$ cat src/rtl/dsss_spreader.sv
// Direct-sequence spread-spectrum transmitter: each accepted data bit is spread over one
// full LFSR code period. Define DSSS_SPREADER_PREAMBLE_EN for an unmodulated code preamble.
module dsss_spreader #(
    parameter int                LFSR_W        = 8,
    parameter logic [LFSR_W-1:0] TAPS          = 8'hB8,
    parameter logic [LFSR_W-1:0] SEED          = 8'h01,
    parameter int                CODE_LEN      = 255,
    parameter int                CHIP_DIV      = 4,
    parameter int                PREAMBLE_BITS = 4
) (
    input  logic clk,
    input  logic rst_n,
    input  logic en,
    input  logic data_valid,
    input  logic data_bit,
    output logic data_ready,
    output logic code,
    output logic sig,
    output logic bit_start,
    output logic busy
);

    localparam int CHIP_W = (CODE_LEN > 1) ? $clog2(CODE_LEN) : 1;
    localparam int DIV_W  = (CHIP_DIV > 1) ? $clog2(CHIP_DIV) : 1;
    localparam logic [CHIP_W-1:0] CHIP_LAST = CHIP_W'(CODE_LEN - 1);
    localparam logic [DIV_W-1:0]  DIV_LAST  = DIV_W'(CHIP_DIV - 1);

    // Parameter sanity: an all-zero seed would lock the LFSR at zero.
    if (SEED == '0 || CODE_LEN < 2 || CHIP_DIV < 1 || PREAMBLE_BITS < 0) begin : g_bad_param
        $error("dsss_spreader: illegal parameter combination");
    end

    typedef enum logic [1:0] {
        ST_IDLE     = 2'd0,
        ST_SEND     = 2'd1
`ifdef DSSS_SPREADER_PREAMBLE_EN
        , ST_PREAMBLE = 2'd2
`endif
    } state_e;

    state_e              state_q, state_d;
    logic [LFSR_W-1:0]   lfsr_q, lfsr_d;
    logic [CHIP_W-1:0]   chip_q, chip_d;
    logic [DIV_W-1:0]    div_q, div_d;
    logic                bit_q, bit_d;
    logic                code_q, code_d;
    logic                sig_q, sig_d;
    logic                bit_start_q, bit_start_d;
`ifdef DSSS_SPREADER_PREAMBLE_EN
    localparam int PRE_W = (PREAMBLE_BITS > 1) ? $clog2(PREAMBLE_BITS) : 1;
    localparam logic [PRE_W-1:0] PRE_LAST = PRE_W'(PREAMBLE_BITS - 1);
    logic [PRE_W-1:0]    pre_cnt_q, pre_cnt_d;
`endif

    logic              period_end;
    logic              xfer;
    logic [LFSR_W-1:0] lfsr_next;

    assign period_end = (chip_q == CHIP_LAST) && (div_q == DIV_LAST);
    assign xfer       = data_valid && data_ready;
    assign lfsr_next  = (lfsr_q >> 1) ^ (lfsr_q[0] ? TAPS : '0);

    always_ff @(posedge clk or negedge rst_n) begin
        if (!rst_n) begin
            state_q     <= ST_IDLE;
            lfsr_q      <= SEED;
            chip_q      <= '0;
            div_q       <= '0;
            bit_q       <= 1'b0;
            code_q      <= 1'b0;
            sig_q       <= 1'b0;
            bit_start_q <= 1'b0;
`ifdef DSSS_SPREADER_PREAMBLE_EN
            pre_cnt_q   <= '0;
`endif
        end else begin
            state_q     <= state_d;
            lfsr_q      <= lfsr_d;
            chip_q      <= chip_d;
            div_q       <= div_d;
            bit_q       <= bit_d;
            code_q      <= code_d;
            sig_q       <= sig_d;
            bit_start_q <= bit_start_d;
`ifdef DSSS_SPREADER_PREAMBLE_EN
            pre_cnt_q   <= pre_cnt_d;
`endif
        end
    end

    // Next-state: divider -> chip counter -> period boundary, all frozen while en is low.
    always_comb begin
        state_d = state_q;
        lfsr_d  = lfsr_q;
        chip_d  = chip_q;
        div_d   = div_q;
        bit_d   = bit_q;
`ifdef DSSS_SPREADER_PREAMBLE_EN
        pre_cnt_d = pre_cnt_q;
`endif
        if (xfer) begin
            bit_d = data_bit;
        end
        if (en) begin
            if (state_q == ST_IDLE) begin
                if (xfer) begin
`ifdef DSSS_SPREADER_PREAMBLE_EN
                    state_d   = (PREAMBLE_BITS > 0) ? ST_PREAMBLE : ST_SEND;
                    pre_cnt_d = '0;
`else
                    state_d   = ST_SEND;
`endif
                    lfsr_d = SEED;
                    chip_d = '0;
                    div_d  = '0;
                end
            end else if (div_q != DIV_LAST) begin
                div_d = div_q + 1'b1;
            end else if (chip_q != CHIP_LAST) begin
                div_d  = '0;
                chip_d = chip_q + 1'b1;
                lfsr_d = lfsr_next;
            end else begin
                div_d  = '0;
                chip_d = '0;
                lfsr_d = SEED;
`ifdef DSSS_SPREADER_PREAMBLE_EN
                if (state_q == ST_PREAMBLE) begin
                    if (pre_cnt_q == PRE_LAST) begin
                        state_d = ST_SEND;
                    end else begin
                        pre_cnt_d = pre_cnt_q + 1'b1;
                    end
                end else if (!xfer) begin
                    state_d = ST_IDLE;
                end
`else
                if (!xfer) begin
                    state_d = ST_IDLE;
                end
`endif
            end
        end
    end

    // Outputs: registered chip/spread/pulse lag the counters by one clk.
    always_comb begin
        code_d      = code_q;
        sig_d       = sig_q;
        bit_start_d = bit_start_q;
        data_ready  = rst_n && en &&
                      ((state_q == ST_IDLE) || ((state_q == ST_SEND) && period_end));
        if (en) begin
            if (state_q == ST_IDLE) begin
                code_d      = 1'b0;
                sig_d       = 1'b0;
                bit_start_d = 1'b0;
            end else begin
                code_d      = lfsr_q[0];
                sig_d       = lfsr_q[0] ^ (bit_q && (state_q == ST_SEND));
                bit_start_d = (chip_q == '0) && (div_q == '0);
            end
        end
    end

    assign code      = code_q;
    assign sig       = sig_q;
    assign bit_start = bit_start_q;
    assign busy      = (state_q != ST_IDLE);

endmodule
$ cat config.mk
export PLATFORM = sky130hd
export DESIGN_NAME = dsss_spreader
export DESIGN_NICKNAME = d
export VERILOG_FILES = /design/src/rtl/dsss_spreader.sv
export SDC_FILE = /design/constraint.sdc
export NUM_CORES = 1
export LEC_CHECK = 0
export BUFFER_PORTS_ARGS = -buffer_cell sky130_fd_sc_hd__buf_2
export CAP_MARGIN = 40
export CORE_AREA = 4 4 54 56
export DETAILED_ROUTE_END_ITERATION = 10
export DIE_AREA = 0 0 58 60
export PLACE_DENSITY = 0.75
export SLEW_MARGIN = 20
export SYNTH_ARGS = -nofsm -noshare
export SYNTH_HDL_FRONTEND = slang
export SYNTH_SLANG_ARGS = --single-unit
$ cat constraint.sdc
create_clock -name clk -period 2.55 [get_ports clk]
set_input_delay 0.51 -clock clk [delete_from_list [all_inputs] [get_ports clk]]
set_output_delay 0.51 -clock clk [all_outputs]
set_load 0.05 [all_outputs]
==> run_results.csv <==
group,metric,value,unit
detailed_routing,dr_wl_met2,943,µm
timing,final-hold-violation-count,0,
clocking,root_buffer,"clkbuf_4",
yosys,yosysTopAreaCell,"dfrtp_1",
global_routing,track_usage,0.140,
yosys,synth_flop_cell,"dfrtp_1",
yosys,syn-cell-area,1170,µm²
detailed_routing,routed_wl,2.06,mm
floorplan,pin_count,10,
worst_setup_path,r2r_setup_slack,0.25,ns
timing,worstMarginPinSlew,0.714,ns
power_and_ir_drop,ir_drop,477,µV
global_routing,grt_start_max_net_pins,25,
detailed_routing,top_layer,"met4",
detailed_routing,wire_per_inst,13.2,µm
yosys,yosysMostFrequentCell,"dfrtp_1",
timing,rsz0062_at_grt,"no",
timing,fin_crit,2.30,ns
floorplan,fp.dieH,60,µm
placement,port_buffers,9,
clocking,cts_buffers,3,
worst_setup_path,startpoint_type,"flip-flop",
clocking,tritoncts,"built",
hold_path,min_path_type,"primary input to asynchronous set/reset pin",
timing,final-setup-viol-count,0,
clocking,clockBufferDepth,2,
yosys,synth.avg_cell_area,9.92,µm²
power_and_ir_drop,powerDensity,922,nW/µm²
worst_setup_path,r2r-start,"chip_q[0]",
worst_setup_path,critPathMaxFanout,13,
detailed_routing,first_pass_iters,4,
worst_setup_path,critical_path_arrival,2.49,ns
yosys,synthTopCellsByCount,"22 x dfrtp_1, 15 x nand2_1, 10 x xnor2_1, 9 x inv_1, 8 x nor2_1",
detailed_routing,viasPerCell,5.37,
yosys,yosys_warnings,0,
clocking,clk_latency,0.30,ns
yosys,synth_top_area_share,0.470,
worst_setup_path,crit_type,"flip-flop to flip-flop",
placement,gp_congestion,0.845,
timing,fmax,0.434,GHz
final_layout,num_antenna_cells,0,
placement,dp_hpwl,1.46,mm
global_routing,antenna_found_initial,0,
detailed_routing,drt_iter0_drc,14,
timing,finalSetupTns,0,ns
worst_setup_path,cp-end-kind,"flip-flop",
global_routing,overflow,0,
global_routing,grt_pass1_vias,834,
final_layout,nFillCells,225,
yosys,synthesis.instances,118,
detailed_routing,met1Wirelength,1.05,mm
floorplan,core,2430,µm²
clocking,clock-sinks,23,
global_routing,grt_pass1_wl,3.71,mm
floorplan,start_util,0.481,
clocking,clk_pin_slew_worst_paths,0.12,ns
yosys,ys_ff_latch,23,
yosys,synthArstFlopShare,1.00,
timing,clock_skew,0.00227,ns
final_layout,drive_above_1_share,0.175,
detailed_routing,wl_met3,49,µm
timing,whs,0.194,ns
yosys,synth.area.top_cells,"dfrtp_1 47%, xnor2_1 7.5%, ha_1 6.4%, nand2_1 4.8%, a22o_1 3.7%",
power_and_ir_drop,p_leak,0.577,nW
timing,slew_violations,0,
floorplan,dieWidth,58,µm
final_layout,fin_nets,138,
worst_setup_path,ff2ff_path_depth,10,
detailed_routing,route.detailed.drc,0,
clocking,h-tree-depth,1,
timing,slew_headroom,0.523,
clocking,cts_setup_buffers,0,
status,status,"complete, no violations",
floorplan,rows,18,
yosys,syn_nets,129,
detailed_routing,drtAntennaViolNets,0,
timing,fin_crit_sh,0.903,
floorplan,dieArea,3480,µm²
run,max_cap_viol_count,0,
yosys,yosysSeqAreaShare,0.493,
worst_setup_path,required,2.74,ns
yosys,synth_edf_count,0,
yosys,yosysUniqueCellTypes,31,
detailed_routing,vias,837,
worst_setup_path,r2r_end,"chip_q[5]",
final_layout,syn_to_final_growth,8.76,%
[how the worst max path moves through the flow]
stage	start	endpoint	slack (ns)	cells past startpoint
6_report	chip_q[0]	chip_q[5]	0.25	10
5_1_grt	chip_q[0]	chip_q[0]	0.04	10
4_1_cts	chip_q[0]	lfsr_q[6]	0.13	9
3_5_place_dp	chip_q[0]	lfsr_q[6]	0.15	9
3_3_place_gp	chip_q[0]	lfsr_q[7]	0.24	9
2_1_floorplan	chip_q[0]	chip_q[7]	0.35	11
[final cells by class]
cell class	instances	area, µm²	share of cell area
sequential	23	577	0.453
clock buffer	3	22.5	0.0177
tap	30	37.5	0.0295
inverter	9	33.8	0.0265
multi-input combinational	80	546	0.428
timing repair buffer	10	52.6	0.0413
clock inverter	1	5.00	0.00393
[critical path, stage by stage, from the launching register on]
cell and delay [ns]:
dfrtp_1 0.44, inv_1 0.10, ha_1 0.17, nand4_1 0.11, o21ai_1 0.20, nand4_1 0.17
ha_1 0.23, nand2b_4 0.21, nor4_1 0.34, xnor2_1 0.16, nor2_1 0.06
[sequential cells by signal (all words and copies together) (netlist names)]
| name | count |
|---|---|
| lfsr_q | 8 |
| code | 1 |
| chip_q | 8 |
| bit_q | 1 |
| sig | 1 |
| bit_start | 1 |
| div_q | 2 |
| state_q | 1 |
[where the power goes]
group,switching [mW],total (mW),internal [mW]
clock,0.106,0.165,0.0585
sequential,0.124,0.615,0.490
combinational,0.218,0.395,0.177
[per-stage QoR]
stage | instance area, µm² | power, mW | instances | setup WS, ns | util
floorplan | 1170 | 0.918 | 118 | 0.355 | -
global placement | 1230 | 0.993 | 152 | 0.238 | 0.506
detailed placement | 1230 | 1.01 | 152 | 0.154 | 0.506
CTS | 1260 | 1.17 | 156 | 0.126 | 0.517
global route | 1270 | 1.27 | 156 | 0.0400 | 0.524
finish | 1270 | 1.17 | 156 | 0.246 | 0.524
[timing repair]
item                                    CTS  global route
hold buffers                              0             0
gates resized for setup                   0             4
endpoints found under the setup margin    0            12
[routing by layer]
layer,track usage,vias to the layer above
li1,-,416
met1,0.194,414
met2,0.216,5
met3,0.0216,2
met4,0.0596,0
met5,0,-
[kinds of logic (layout without fill, tap and decap cells)]
family	Yosys count	after routing	synth area share
AND/OR/NAND/NOR	46	46	0.207
flip-flops	23	23	0.493
AO/OA/AOI/OAI	17	17	0.0961
buffers and inverters	15	23	0.0556
XOR/XNOR	10	10	0.0748
adder cells (fa/ha/maj)	6	6	0.0641
multiplexers	1	1	0.00961
[layout by cell type (no fill, tap or decap), types with 2 or more instances in the layout]
cell,synthesis,final
nand4_1,2,2
nor4_2,1,2
xnor2_1,10,10
clkbuf_4,0,3
nand2_1,15,15
buf_2,4,9
nor2b_1,2,2
o21ai_0,7,7
a22o_1,5,5
nor3_1,2,2
nand3_1,5,5
dfrtp_1,22,22
nor2_1,8,7
ha_1,6,6
inv_1,9,9
nor4_1,4,3
No activity file was read; power rests on OpenSTA's default activity.
